**src/rtl/shift_reg_univ_pkg.sv**
```systemverilog
`default_nettype none
// ============================================================================
// Module      : shift_reg_univ_pkg
// Description : Shared types and helpers for the universal shift register.
//               Defines the mode encoding and the shift-class classifier used
//               by both the data path and the word counter.
// Revision    : 1.0 - initial release
// ============================================================================
package shift_reg_univ_pkg;

    typedef enum logic [2:0] {
        MODE_HOLD = 3'b000,
        MODE_SHL  = 3'b001,
        MODE_SHR  = 3'b010,
        MODE_LOAD = 3'b011,
        MODE_ROTL = 3'b100,
        MODE_ROTR = 3'b101,
        MODE_RSV6 = 3'b110,
        MODE_RSV7 = 3'b111
    } shreg_mode_e;

    // Shift class: every mode that moves the word by one bit position,
    // regardless of direction or of whether the vacated bit is serial or
    // rotated. These are the operations that advance the word counter.
    function automatic logic is_shift(input shreg_mode_e m);
        return (m == MODE_SHL) || (m == MODE_SHR) ||
               (m == MODE_ROTL) || (m == MODE_ROTR);
    endfunction

    function automatic logic is_reserved(input shreg_mode_e m);
        return (m == MODE_RSV6) || (m == MODE_RSV7);
    endfunction

endpackage : shift_reg_univ_pkg
`default_nettype wire

```
**src/rtl/shreg_word_counter.sv**
```systemverilog
`default_nettype none
// ============================================================================
// Module      : shreg_word_counter
// Description : Counts single-bit shift operations within a word and emits a
//               registered one-cycle pulse when WIDTH shifts have completed.
//               A parallel load restarts the word.
// Ports       : clk        - clock, rising edge
//               rst        - asynchronous active-low reset
//               en         - clock enable (0 holds cnt, drops word_done)
//               is_shift   - current op is SHL/SHR/ROTL/ROTR
//               is_load    - current op is LOAD
//               cnt        - shifts completed in the current word
//               word_done  - one-cycle pulse after the WIDTH-th shift
// Revision    : 1.0 - initial release
// ============================================================================
module shreg_word_counter #(
    parameter int WIDTH = 4,
    localparam int CW   = $clog2(WIDTH + 1)
) (
    input  logic          clk,
    input  logic          rst,
    input  logic          en,
    input  logic          is_shift,
    input  logic          is_load,
    output logic [CW-1:0] cnt,
    output logic          word_done
);

    localparam logic [CW-1:0] C_LAST = CW'(WIDTH - 1);

    always_ff @(posedge clk or negedge rst) begin
        if (!rst) begin
            cnt       <= '0;
            word_done <= 1'b0;
        end else begin
            // Pulse lasts exactly one cycle; it is only re-raised by another
            // wrapping shift, so a disabled cycle never stretches it.
            word_done <= 1'b0;
            if (en) begin
                if (is_load) begin
                    cnt <= '0;
                end else if (is_shift) begin
                    if (cnt == C_LAST) begin
                        cnt       <= '0;
                        word_done <= 1'b1;
                    end else begin
                        cnt <= cnt + 1'b1;
                    end
                end
            end
        end
    end

endmodule : shreg_word_counter
`default_nettype wire

```
**src/rtl/shift_reg_univ.sv**
```systemverilog
`default_nettype none
// ============================================================================
// Module      : shift_reg_univ
// Description : Parametrised universal shift register with hold, shift
//               left/right, rotate left/right and parallel load, a clock
//               enable, a word-complete counter and a sticky illegal-mode flag.
// Ports       : clk, rst (async active-low), en, mode[2:0], si, pi[WIDTH],
//               o[WIDTH], so_msb, so_lsb, cnt[CW], word_done, err
//               With SHIFT_REG_UNIV_PARITY_EN defined: parity (out), par_odd (in)
// Options     : SHIFT_REG_UNIV_PARITY_EN - adds the combinational parity output
// Revision    : 1.0 - initial release
// ============================================================================
module shift_reg_univ
    import shift_reg_univ_pkg::*;
#(
    parameter int               WIDTH   = 4,
    parameter logic [WIDTH-1:0] RST_VAL = '0,
    localparam int              CW      = $clog2(WIDTH + 1)
) (
    input  logic             clk,
    input  logic             rst,
    input  logic             en,
    input  logic [2:0]       mode,
    input  logic             si,
    input  logic [WIDTH-1:0] pi,
    output logic [WIDTH-1:0] o,
    output logic             so_msb,
    output logic             so_lsb,
    output logic [CW-1:0]    cnt,
    output logic             word_done,
    output logic             err
`ifdef SHIFT_REG_UNIV_PARITY_EN
    ,
    output logic             parity,
    input  logic             par_odd
`endif
);

    shreg_mode_e      w_mode;
    logic [WIDTH-1:0] w_next;

    assign w_mode = shreg_mode_e'(mode);

    // Next-state data; reserved encodings fall through to hold.
    always_comb begin
        w_next = o;
        case (w_mode)
            MODE_SHL:  w_next = {o[WIDTH-2:0], si};
            MODE_SHR:  w_next = {si, o[WIDTH-1:1]};
            MODE_LOAD: w_next = pi;
            MODE_ROTL: w_next = {o[WIDTH-2:0], o[WIDTH-1]};
            MODE_ROTR: w_next = {o[0], o[WIDTH-1:1]};
            default:   w_next = o;
        endcase
    end

    always_ff @(posedge clk or negedge rst) begin
        if (!rst) begin
            o   <= RST_VAL;
            err <= 1'b0;
        end else if (en) begin
            o <= w_next;
            if (is_reserved(w_mode)) begin
                err <= 1'b1;
            end
        end
    end

    assign so_msb = o[WIDTH-1];
    assign so_lsb = o[0];

    shreg_word_counter #(
        .WIDTH (WIDTH)
    ) u_counter (
        .clk       (clk),
        .rst       (rst),
        .en        (en),
        .is_shift  (is_shift(w_mode)),
        .is_load   (w_mode == MODE_LOAD),
        .cnt       (cnt),
        .word_done (word_done)
    );

`ifdef SHIFT_REG_UNIV_PARITY_EN
    assign parity = (^o) ^ par_odd;
`endif

endmodule : shift_reg_univ
`default_nettype wire
```
**config.mk**
```make
export PLATFORM = sky130hd
export DESIGN_NAME = shift_reg_univ
export DESIGN_NICKNAME = d
export VERILOG_FILES = /design/src/rtl/shift_reg_univ_pkg.sv /design/src/rtl/shreg_word_counter.sv /design/src/rtl/shift_reg_univ.sv
export SDC_FILE = /design/constraint.sdc
export NUM_CORES = 1
export LEC_CHECK = 0
export CELL_PAD_IN_SITES_DETAIL_PLACEMENT = 0
export CELL_PAD_IN_SITES_GLOBAL_PLACEMENT = 1
export CORE_MARGIN = 1
export CORE_UTILIZATION = 31
export DETAILED_ROUTE_END_ITERATION = 10
export GPL_ROUTABILITY_DRIVEN = 0
export PLACE_DENSITY = 0.81
export SLEW_MARGIN = 10
export SYNTH_ARGS = -nofsm -noshare
export SYNTH_HDL_FRONTEND = slang
export SYNTH_SLANG_ARGS = --single-unit
```
**constraint.sdc**
```tcl
create_clock -name clk -period 1.31 [get_ports clk]
set_clock_uncertainty 0.1 [all_clocks]
set_input_delay 0.131 -clock clk [delete_from_list [all_inputs] [get_ports clk]]
set_output_delay 0.131 -clock clk [all_outputs]
set_load 0.05 [all_outputs]
```
==> qor.txt, run 1 <==
Area Overhead vs Synth - 71.1%
Final Cycle Share - 1.00
Post-Syn Area - 762 sq um
Critical Path RT - 1.35 ns
Netlist cell types - 38
Post-DP HPWL - 1520 um
Setup CP Type - reg -> reg
FF-to-FF path depth - 3
syn nets - 92
largest net degree at the start of global routing - 17
logic gate share of total power - 0.639
failing checks - negative setup slack
Die X - 51.6 um
clk root buf - clkbuf_4
WL per Instance - 14.6 um
Die Ht - 51.6 um
GRT overflow - 0
Placed Area - 1230 sq um
initial antenna violation count - 0
IO buf count - 21
cell accounting for the most synthesized area - dfrtp_1
EDFF count, synth - 0
worst r2r dst - o[0]
via count - 764
n_diodes - 0
I/O pin count - 22
Iter 0 DRT Violations - 15
top post-synthesis cells by count - dfrtp_1 (9), inv_1 (5), nor2b_1 (5)
pre-CTS WS - -0.420 ns
GRT Total Usage - 0.183
Post-synth top flop - dfrtp_1
PwrDens - 1400 nW/um^2
Critical Path Sink Type - flip-flop
Startpoint Class - flip-flop
Lkg Pwr - 0.557 nW
cell area after layout - 1300 sq um
Core ar. - 2250 sq um
Finished Core Util - 0.578
slew margin rel. - 0.711
Area contributors post-synth - dfrtp_1 (30%), mux2_2 (5.9%), ha_1 (4.9%)
Max Clk Rate - 762 MHz
non-filler cells, final - 142
R2R Setup Slk - -0.002 ns
RR Startpoint - o[1]
Switching Share - 0.412
mean post-synth cell area - 9.77 sq um
worst-margin pin slew - 0.432 ns
Sequential Power Share - 0.236
clock sink count - 9
internal power - 0.00107 W
# nets final - 129
Net Switching - 0.000752 W
First-pass DRT Iterations - 6
fraction of layout cells with a size suffix above 1 - 0.491
top cell type's share of synthesized area - 0.296
final WL - 2070 um
post-layout minimum cycle time - 1.31 ns
CTS Hold Bufs - 0
clk slew on worst S/H paths - 0.07 ns
Vias/cell - 5.38
first-pass GRT wire length - 3550 um
Synth async-reset ratio - 1.00
Final WS setup - -0.00203 ns
placed cells - 136
Synth Register Bits - 9
Fin. Hold Viols - 0
CP max FO - 4
status - complete, but fails checks
final setup vio count - 1
Core Rows - 17
die area - 2660 sq um
worst hold margin - 0.0623 ns
H-tree depth - 1
Initial Util - 0.338
top-count cell post-synth - dfrtp_1
Num CTS Buffers - 3
Worst Path Arrival - 1.35 ns
# Max-Cap Violations - 0
Synth Warn # - 0
Peak supply drop - 0.913 mV
Clk network pwr share - 0.125
Worst Hold Class - in -> async
TritonCTS clock tree - done
Max Slew Vio Count - 0
clk_lat worst skew - 0.27 ns
RSZ-0062 raised after global routing - yes
number of global-route vias before repair - 740
sequential share of the synthesized area - 0.296
Final ANT Viol Nets - 0
clock buffer depth - 2
Synth Instances - 78
DRC - 0
==> cells in the final DEF (no fill, tap or decap), types with 2 or more instances in the layout <==
master           Yosys  routed
dfrtp_2              0       6
nor2b_1              5       4
mux2_4               1       2
buf_12               0      11
a31oi_1              3       3
dfrtp_1              9       3
nor2_1               2       2
clkdlybuf4s50_1      0       6
o31ai_2              0       2
a211o_1              2       2
buf_6                1       2
nand2b_1             2       2
clkbuf_4             0       3
a211oi_1             3       3
nor3b_2              1       2
buf_4                4      15
mux2_2               4       3
a22oi_1              3       3
o2111a_1             2       2
ha_4                 0       2
o21ai_0              4       3
inv_1                5       4
nand2_1              3       2
dlygate4sd2_1        0       3
==> power by group through the flow <==
stage          logic, W  clock network (W)  registers (W)
2_1_floorplan  0.000386                  0       0.000626
3_3_place_gp    0.00108                  0       0.000437
3_5_place_dp    0.00109                  0       0.000439
4_1_cts         0.00112           0.000227       0.000433
5_1_grt         0.00124           0.000236       0.000439
6_report        0.00117           0.000228       0.000431
==> layout make-up <==
cell class / instances / area (sq um)
flip-flops and latches: 9 / 233
repair buffers: 38 / 454
fillers: 210 / 951
clock buffers: 4 / 26.3
inverters: 5 / 18.8
multi-input cells: 58 / 537
well taps: 28 / 35.0
==> registers in the layout, indices dropped and copies added (netlist names) <==
register,flops
err,1
u_counter.cnt,3
o,4
u_counter.word_done,1
==> worst max path at each step <==
stage,from,end,cells past startpoint
6_report,o[1],o[0],3
5_1_grt,o[1],o[0],3
4_1_cts,o[1],o[0],3
3_5_place_dp,mode[2],u_counter.cnt[0],5
3_3_place_gp,mode[1],o[1],6
2_1_floorplan,u_counter.cnt[0],u_counter.cnt[1],4
==> worst max-delay path, stage by stage, from the launching register on <==
cell      delay [ns]
dfrtp_2         0.42
mux2_4          0.28
a221oi_4        0.28
o22ai_1         0.10
==> per-stage QoR <==
| step | TNS [ns] | power [W] |
|---|---|---|
| final | -0.00203 | 0.00182 |
| after CTS | -0.0253 | 0.00178 |
| after global routing | -0.0452 | 0.00191 |
| after detailed placement | -3.18 | 0.00153 |
| after floorplan | -0.181 | 0.00101 |
| after global placement | -3.04 | 0.00152 |
==> per-layer routing <==
metal	global-route usage	wire, um
met3	0.0351	101
met5	0	0
met2	0.286	971
met1	0.244	946
met4	0.0811	55
==> cell families after synthesis <==
| group | count (synthesis) | synth area share |
|---|---|---|
| buffers and inverters | 11 | 0.0854 |
| AND/OR/NAND/NOR | 21 | 0.195 |
| adder cells (fa/ha/maj) | 3 | 0.0493 |
| multiplexers | 5 | 0.0788 |
| flip-flops | 9 | 0.296 |
| AO/OA/AOI/OAI | 28 | 0.284 |
| XOR/XNOR | 1 | 0.0115 |
==> repair_timing <==
action,in CTS,in global routing
setup endpoints to repair,8,3
pin swaps,5,2
gates resized for setup,7,5
setup buffers,1,1
Power figures use the tool's default switching activity.
==> run 2, diff against run 1 <==
CELL_PAD_IN_SITES_DETAIL_PLACEMENT = not set   (was 0)
CELL_PAD_IN_SITES_GLOBAL_PLACEMENT = not set   (was 1)
CORE_UTILIZATION = 41   (was 31)
CTS_CLUSTER_SIZE = 8   (was not set)
PLACE_DENSITY = 0.8   (was 0.81)
==> run 2 against run 1 <==
  * The flow now finishes without violations
  * Highest routed layer unchanged
  * Utilization grew 17 points
  * Clock-buffer cell count shrank 1
  * Clock power hardly changed
  * Cell count is 2.1% lower
  * First-iteration DRC count down 27%
==> qor.txt, run 2 (synthesis gave the netlist of run 1 again) <==
largest registers - o: 4 flops, u_counter.cnt: 3 flops
first-pass GRT wire length - 3220 um
initial antenna violation count - 0
Iter 0 DRT Violations - 11
non-filler cells, final - 139
worst r2r dst - u_counter.cnt[0]
Vias/cell - 5.45
largest net degree at the start of global routing - 17
n_diodes - 0
TritonCTS clock tree - done
GRT overflow - 0
worst-margin pin slew - 0.467 ns
PwrDens - 1390 nW/um^2
Initial Util - 0.441
Top reg by flops - o
Worst Path Arrival - 1.39 ns
I/O pin count - 22
Area Overhead vs Synth - 69.5%
Final Cycle Share - 0.979
Fill cells - 123
slew margin rel. - 0.688
WL per Instance - 14.5 um
DRC - 0
Peak supply drop - 1.06 mV
Setup crit end - u_counter.cnt[0]
pre-CTS WS - -0.427 ns
die area - 2030 sq um
IO buf count - 21
clk_lat worst skew - 0.27 ns
fraction of layout cells with a size suffix above 1 - 0.509
commonest non-fill, non-tap cell in the layout - buf_4
Setup CP Type - reg -> reg
Core Rows - 15
RR Startpoint - u_counter.cnt[0]
GRT Total Usage - 0.224
clk slew on worst S/H paths - 0.07 ns
Largest register FFs - 4
Die Ht - 45.1 um
Die X - 45.1 um
FF-to-FF path depth - 4
Lkg Pwr - 0.556 nW
Num CTS Buffers - 3
most frequent cells in the layout - buf_4 (16), buf_12 (11), clkdlybuf4s50_1 (6), dfrtp_2 (6)
H-tree depth - 1
clock buffer depth - 2
clock sink count - 9
clk root buf - clkbuf_4
status - finished, final reports clean
Finished Core Util - 0.748
worst hold margin - 0.0800 ns
final WL - 2010 um
First-pass DRT Iterations - 4
Max Clk Rate - 779 MHz
Fin. Hold Viols - 0
Max Slew Vio Count - 0
Startpoint Class - flip-flop
GRT met1 Usage - 0.272
Core ar. - 1730 sq um
layer with the highest usage - met2
Critical Path Sink Type - flip-flop
number of global-route vias before repair - 752
placed cells - 134
final setup vio count - 0
Final ANT Viol Nets - 0
Post-DP HPWL - 1550 um
via count - 758
GR Layer Usage met2 - 0.351
# nets final - 129
crit path from - u_counter.cnt[0]
# Max-Cap Violations - 0
met3 Usage GRT - 0.0680
CP max FO - 4
post-layout minimum cycle time - 1.28 ns
Final WS setup - 0.0269 ns
Critical Path RT - 1.42 ns
CTS Hold Bufs - 0
R2R Setup Slk - 0.03 ns
Worst Hold Class - in -> async
RSZ-0062 raised after global routing - yes
-- run 2: how the worst min path moves through the flow --
stage               cells after the start                   to
finish                                  1                 o[3]
global route                            1                  err
CTS                                     1                  err
detailed placement                      1  u_counter.word_done
global placement                        1                 o[0]
floorplan                               0                  err
-- run 2: layer usage --
metal	wire length [um]	vias to the layer above
met2	993	27
met4	26	0
met5	0	-
met1	881	361
li1	-	366
met3	108	4
-- run 2: area by class of cell --
cell class              instances  area [sq um]  share of cell area
repair buffers                 38           450               0.349
clock buffers                   3          22.5              0.0174
inverters                       5          18.8              0.0145
multi-input cells              58           531               0.411
flip-flops and latches          9           233               0.180
clock inverters                 1          5.00             0.00388
well taps                      25          31.3              0.0242
-- run 2: worst max-delay path, stage by stage, from the launching register on --
cell and delay (ns):
dfrtp_2 0.45, ha_4 0.17, nor2b_4 0.13, o31ai_2 0.22, a211o_1 0.15
-- run 2: report_power, final --
group / leakage, nW / total (W) / internal, W / switching (W)
Sequential: 0.100 / 0.000441 / 0.000345 / 0.0000961
Clock: 0.0177 / 0.000225 / 0.000113 / 0.000112
Combinational: 0.438 / 0.00113 / 0.000590 / 0.000539
Total: 0.556 / 0.00179 / 0.00105 / 0.000747
-- run 2: per-stage QoR --
step / total power (W) / setup TNS, ns / instance area (sq um)
after detailed placement: 0.00154 / -2.89 / 1230
after CTS: 0.00178 / 0 / 1270
final: 0.00179 / 0 / 1290
after global routing: 0.00189 / -0.0742 / 1290
after global placement: 0.00151 / -2.70 / 1230
after floorplan: 0.00101 / -0.181 / 810
-- run 2: timing repair --
action	CTS	global route
gates resized for setup	7	3
endpoints found under the setup margin	6	4
pin swaps	3	1
buffers inserted	0	1
